<file path="config.mk">
export PLATFORM = sky130hd
export DESIGN_NAME = store_write_buffer_flat
export DESIGN_NICKNAME = d
export VERILOG_FILES = /design/src/rtl/store_write_buffer_if.sv /design/src/rtl/store_write_buffer.sv /design/src/flat_wrapper.sv
export SDC_FILE = /design/constraint.sdc
export NUM_CORES = 1
export LEC_CHECK = 0
export ABC_AREA = 1
export BUFFER_PORTS_ARGS = -buffer_cell sky130_fd_sc_hd__buf_2
export CAP_MARGIN = 20
export CORE_AREA = 8 8 182 184
export DETAILED_ROUTE_END_ITERATION = 6
export DIE_AREA = 0 0 190 192
export GPL_TIMING_DRIVEN = 0
export PLACE_DENSITY = 0.69
export SLEW_MARGIN = 20
export SYNTH_ARGS = -nofsm -noshare
export SYNTH_HDL_FRONTEND = slang
export SYNTH_SLANG_ARGS = --single-unit
</file>
<file path="constraint.sdc">
create_clock -name clk -period 3.6 [get_ports clk]
set_clock_uncertainty 0.2 [all_clocks]
set_input_delay 0.9 -clock clk [delete_from_list [all_inputs] [get_ports clk]]
set_output_delay 0.9 -clock clk [all_outputs]
set_load 0.005 [all_outputs]
</file>
<file path="src/rtl/store_write_buffer_if.sv">
// rtl/store_write_buffer_if.sv - store, memory-write and load-hazard signals of the store write buffer
interface store_write_buffer_if #(
    parameter int AW = 32,
    parameter int DW = 32
);
    logic              st_valid;
    logic              st_ready;
    logic [AW-1:0]     st_addr;
    logic [DW-1:0]     st_data;
    logic [DW/8-1:0]   st_be;
    logic              mem_req;
    logic [AW-1:0]     mem_addr;
    logic [DW-1:0]     mem_wdata;
    logic [DW/8-1:0]   mem_be;
    logic              mem_ack;
    logic [AW-1:0]     ld_addr;
    logic              ld_hit;

    // master: datapath and memory side driving the buffer
    modport master (
        output st_valid, st_addr, st_data, st_be, mem_ack, ld_addr,
        input  st_ready, mem_req, mem_addr, mem_wdata, mem_be, ld_hit
    );

    modport slave (
        input  st_valid, st_addr, st_data, st_be, mem_ack, ld_addr,
        output st_ready, mem_req, mem_addr, mem_wdata, mem_be, ld_hit
    );
endinterface

</file>
<file path="src/rtl/store_write_buffer.sv">
// rtl/store_write_buffer.sv - store queue between datapath and data memory with load-hazard compare
module store_write_buffer #(
    parameter int DEPTH = 4,
    parameter int AW    = 32,
    parameter int DW    = 32
) (
    input  logic                     clk,
    input  logic                     rst_n,
    store_write_buffer_if.slave      bus,
    output logic [$clog2(DEPTH):0]   count,
    output logic                     empty,
    output logic                     full
);
    localparam int PW = $clog2(DEPTH);
    localparam int CW = PW + 1;
    localparam int BW = DW / 8;
    localparam logic [PW-1:0] PTR_ONE  = PW'(1);
    localparam logic [CW-1:0] CNT_ONE  = CW'(1);
    localparam logic [CW-1:0] CNT_FULL = CW'(DEPTH);

    logic [AW-1:0] addr_q  [DEPTH];
    logic [DW-1:0] data_q  [DEPTH];
    logic [BW-1:0] be_q    [DEPTH];
    logic [DEPTH-1:0] valid_q;
    logic [PW-1:0] wr_ptr;
    logic [PW-1:0] rd_ptr;
    logic          push;
    logic          pop;

    assign empty        = (count == '0);
    assign full         = (count == CNT_FULL);
    assign bus.st_ready = !full;
    assign bus.mem_req  = !empty;
    assign push         = bus.st_valid && !full;
    assign pop          = !empty && bus.mem_ack;

    assign bus.mem_addr  = empty ? '0 : addr_q[rd_ptr];
    assign bus.mem_wdata = empty ? '0 : data_q[rd_ptr];
    assign bus.mem_be    = empty ? '0 : be_q[rd_ptr];

    always_ff @(posedge clk or negedge rst_n) begin
        if (!rst_n) begin
            wr_ptr  <= '0;
            rd_ptr  <= '0;
            count   <= '0;
            valid_q <= '0;
            for (int i = 0; i < DEPTH; i++) begin
                addr_q[i] <= '0;
                data_q[i] <= '0;
                be_q[i]   <= '0;
            end
        end else begin
            if (push) begin
                addr_q[wr_ptr]  <= bus.st_addr;
                data_q[wr_ptr]  <= bus.st_data;
                be_q[wr_ptr]    <= bus.st_be;
                valid_q[wr_ptr] <= 1'b1;
                wr_ptr          <= wr_ptr + PTR_ONE;
            end
            // wr_ptr != rd_ptr whenever both happen (not full), so the clear never hits the new entry
            if (pop) begin
                valid_q[rd_ptr] <= 1'b0;
                rd_ptr          <= rd_ptr + PTR_ONE;
            end
            if (push && !pop)
                count <= count + CNT_ONE;
            else if (pop && !push)
                count <= count - CNT_ONE;
        end
    end

    // word-granular match; byte lanes are ignored so any overlap stalls the load
    always_comb begin
        bus.ld_hit = 1'b0;
        for (int i = 0; i < DEPTH; i++) begin
            if (valid_q[i] && (addr_q[i][AW-1:2] == bus.ld_addr[AW-1:2]))
                bus.ld_hit = 1'b1;
        end
    end

    logic unused_ld_low;
    assign unused_ld_low = ^bus.ld_addr[1:0];
endmodule

</file>
<file path="src/flat_wrapper.sv">
// flat-port wrapper written by rule: the top's interface ports become plain ports
module store_write_buffer_flat 
#(
    parameter int DEPTH = 4,
    parameter int AW    = 32,
    parameter int DW    = 32
)
  (clk, rst_n, count, empty, full, bus_st_valid, bus_st_addr, bus_st_data, bus_st_be, bus_mem_ack, bus_ld_addr, bus_st_ready, bus_mem_req, bus_mem_addr, bus_mem_wdata, bus_mem_be, bus_ld_hit);
  store_write_buffer_if #(.AW(AW), .DW(DW)) bus_i ();
  input  logic clk;
  input  logic rst_n;
  output logic [$clog2(DEPTH):0] count;
  output logic empty;
  output logic full;
  input wire logic [$bits(bus_i.st_valid)-1:0] bus_st_valid;
  input wire logic [$bits(bus_i.st_addr)-1:0] bus_st_addr;
  input wire logic [$bits(bus_i.st_data)-1:0] bus_st_data;
  input wire logic [$bits(bus_i.st_be)-1:0] bus_st_be;
  input wire logic [$bits(bus_i.mem_ack)-1:0] bus_mem_ack;
  input wire logic [$bits(bus_i.ld_addr)-1:0] bus_ld_addr;
  output wire logic [$bits(bus_i.st_ready)-1:0] bus_st_ready;
  output wire logic [$bits(bus_i.mem_req)-1:0] bus_mem_req;
  output wire logic [$bits(bus_i.mem_addr)-1:0] bus_mem_addr;
  output wire logic [$bits(bus_i.mem_wdata)-1:0] bus_mem_wdata;
  output wire logic [$bits(bus_i.mem_be)-1:0] bus_mem_be;
  output wire logic [$bits(bus_i.ld_hit)-1:0] bus_ld_hit;
  assign bus_i.st_valid = bus_st_valid;
  assign bus_i.st_addr = bus_st_addr;
  assign bus_i.st_data = bus_st_data;
  assign bus_i.st_be = bus_st_be;
  assign bus_i.mem_ack = bus_mem_ack;
  assign bus_i.ld_addr = bus_ld_addr;
  assign bus_st_ready = bus_i.st_ready;
  assign bus_mem_req = bus_i.mem_req;
  assign bus_mem_addr = bus_i.mem_addr;
  assign bus_mem_wdata = bus_i.mem_wdata;
  assign bus_mem_be = bus_i.mem_be;
  assign bus_ld_hit = bus_i.ld_hit;
  store_write_buffer #(.DEPTH(DEPTH), .AW(AW), .DW(DW)) u_core (.clk(clk), .rst_n(rst_n), .bus(bus_i), .count(count), .empty(empty), .full(full));
endmodule
</file>
==> summary.txt <==
Clock network
  • # hold bufs at CTS: 0
  • H-Tree Depth: 2
  • Root buffer selected by CTS: clkbuf_16
  • Clock Sinks: 283
  • Clock latency on the worst-skew pair: 0.52 ns
  • Num CTS Buffers: 34
  • CTS tree: done
  • Clock transition at path regs: 0.06 ns
  • CTS max path bufs: 3

Synth
  • Mapped Area: 14800 um2
  • Post-synthesis cell type count: 29
  • Post-synthesis cell count: 2012
  • Post-synthesis sequential area ratio: 47.7%
  • Syn Area/Cell: 7.37 um2
  • Synth Flop Type: dfrtp_1
  • EDFF count, synth: 0
  • Yosys reg bits: 283
  • Ys async rst share: 100%
  • Synthesis warning total: 0
  • Mapped Nets: 2126

Die
  • Initial Util: 49.1%
  • Die Y-Extent: 192 um
  • Die area: 36500 um2
  • Die width: 190 um
  • Ports: 180
  • Row cnt: 64
  • Core ar.: 30200 um2

Finish
  • Share of cells above drive strength 1: 15.3%
  • Commonest non-fill, non-tap cells in the layout: nand2_1, o21ai_0, dfrtp_1
  • Synthesis-to-finish area growth: 18.1%
  • Post-route cell area: 17500 um2
  • Layout net count: 2345
  • Layout Cells excl Fill: 2651
  • Most common cell after layout, fill and taps aside: nand2_1
  • Multi-input gate area: 6450 um2
  • Reg area: 7080 um2
  • Filler cell count: 2937

Timing
  • Max frequency: 282 MHz
  • Min Hold Slack: 0.0961 ns
  • Minimum clock period: 3.55 ns
  • Setup Viol. Count Final: 0
  • Setup_tns: 0 ns
  • Slew Viols, Final: 0
  • Worst slew pin tran: 0.906 ns
  • Max-slew headroom: 39.6%
  • Final Hold Violating Endpoints: 0
  • Unrepaired setup endpoints after global routing: false
  • Final Cycle Share: 98.5%

Pwr
  • Maximum vdd drop: 0.476 mV
  • PwrDens: 1000 nW/um2
  • Lkg Pwr: 8.86 nW

Critical path
  • Delay-heaviest family, CP: buffers and inverters
  • Setup crit start kind: flop
  • Crit path largest cell delay: 0.47 ns
  • Critical path buffer and inverter count: 4
  • Crit Path Category: reg2out
  • Crit-path slowest cell: dfrtp_1
  • Critical-path maximum fanout: 10
  • CP Cell Sequence: nor3_4, buf_12, buf_2, buf_2, a21oi_1, buf_2
  • Crit path arrival time: 2.45 ns
  • CP endpoint kind: primary output
  • Crit path top cell by count: buf_2
  • WP data required: 2.50 ns

Global route
  • Initial antenna violation count: 1
  • Maximum number of pins on one net before global-route repair: 89
  • Vias in the first global route: 14705
  • Gr ovfl total: 0
  • GRT Util Overall: 30.9%
  • First-pass GRT wire length: 86.3 mm

Detailed routing
  • Vias per Instance: 5.59
  • Initial DRC Count: 1519
  • Vias: 14816
  • DRT antenna net count: 0
  • Routed WL: 57.1 mm
  • DRC viols: 0
  • Drt pass-1 iters: 6
  • DR WL/cell: 21.5 um

Placed design
  • DP HPWL: 41.3 mm
  • IO buf count: 177
  • Dpl cells: 2588
  • Placed Area: 16300 um2
  • GP Congestion: 1.02

Hold path
  • Hold WC Path Type: in2async

Outcome
  • Status: complete, no violations

Job
  • MaxCap Viol Count: 0
-- state kept, by name, indices dropped and copies added (netlist names) --
name,flops
u_core.valid_q,4
u_core.data_q,128
u_core.count,3
u_core.rd_ptr,2
u_core.addr_q,128
u_core.wr_ptr,2
u_core.be_q,16
-- worst register-to-register path, cell delays in order, from the launching register on --
cell and delay [ns]:
dfrtp_1 0.47, nor3_4 0.27, buf_12 0.15, buf_4 0.22
inv_2 0.09, nand2_1 0.14, ha_1 0.17, inv_1 0.07
fa_1 0.38, nor2_1 0.13, nor2_1 0.05, nand2_1 0.07
xor2_1 0.15
-- power by group --
part	switching [mW]	total, mW	leakage [nW]	internal (mW)
Sequential	0.948	5.64	3.52	4.69
Combinational	5.55	8.40	4.79	2.86
Clock	1.40	3.51	0.557	2.10
-- per-layer routing --
metal,wire [um],global-route usage [%],vias up
met5,0,0,-
met1,22000,39.0,6986
met4,2700,14.7,0
met2,26700,50.4,848
li1,-,-,6818
met3,5740,6.19,164
-- through the flow --
step | worst slack, ns | util, % | total power [mW]
final | 0.0530 | 58.0 | 17.6
after global routing | 0.00455 | 58.0 | 18.7
after CTS | 0.0318 | 58.0 | 17.5
after detailed placement | 0.0343 | 54.0 | 13.8
after global placement | -4.06 | 53.7 | 13.6
after floorplan | 0.994 | - | 10.3
-- layout make-up --
| cell class | instances | share of cell area, % |
|---|---|---|
| Timing Repair Buffer | 184 | 5.83 |
| Clock buffer | 45 | 5.50 |
| Clock inverter | 13 | 0.943 |
| Multi-Input combinational cell | 1431 | 36.8 |
| Antenna cell | 2 | 0.0286 |
| Sequential cell | 283 | 40.4 |
| Inverter | 192 | 4.19 |
| Tap cell | 396 | 2.83 |
| Buffer | 105 | 3.44 |
-- worst paths after layout --
check | startpoint | to | slack, ns | depth (start not counted)
setup / recovery | u_core.count[1]$_DFFE_PN0P_ | bus_mem_addr[16] | 0.05 | 6
hold / removal | rst_n | u_core.addr_q[4]$_DFFE_PN0P_ | 0.1 | 1
setup reg to reg | u_core.count[1]$_DFFE_PN0P_ | u_core.count[2]$_DFFE_PN0P_ | 0.96 | 12
hold reg to reg | u_core.data_q[0]$_DFFE_PN0P_ | u_core.data_q[0]$_DFFE_PN0P_ | 0.28 | 2
max in group asynchronous | rst_n | u_core.data_q[47]$_DFFE_PN0P_ | 1.55 | 4
min in group clk | u_core.data_q[0]$_DFFE_PN0P_ | u_core.data_q[0]$_DFFE_PN0P_ | 0.28 | 2
-- Yosys cell counts (5+ instances only) --
cell	n	area share (%)
clkbuf_1	35	0.89
ha_1	9	0.76
inv_1	183	4.6
xor2_1	9	0.53
nand2_1	588	15
o211ai_1	7	0.35
o21ai_2	10	0.59
nand2_2	6	0.25
a21oi_1	121	4.1
o21ai_1	87	2.9
buf_6	15	1.1
nor2_1	239	6.0
buf_1	13	0.33
dfrtp_1	283	48
nand3_1	8	0.27
o21ai_0	329	11
buf_2	37	1.2
inv_4	5	0.21
xnor2_1	9	0.53
-- cell families (layout without fill, tap and decap cells) --
logic type | Yosys count | after routing | synth area share, %
xor gates and xnor gates | 18 | 18 | 1.06
DFF | 283 | 283 | 47.7
adders and majority gates | 10 | 10 | 0.894
AOI/OAI and AO/OA | 554 | 554 | 19.1
other | 0 | 2 | 0
muxes | 1 | 1 | 0.0759
and+or+nand+nor | 848 | 848 | 22.3
buffers and inverters | 298 | 539 | 8.86
-- timing repair --
action,in CTS,in global routing
pin swaps,1,0
setup endpoints to repair,62,12
gates resized for setup,14,9
gates cloned,0,0
buffers inserted,4,0
endpoints found under the hold margin,0,0
(Power assumes the default switching activity.)
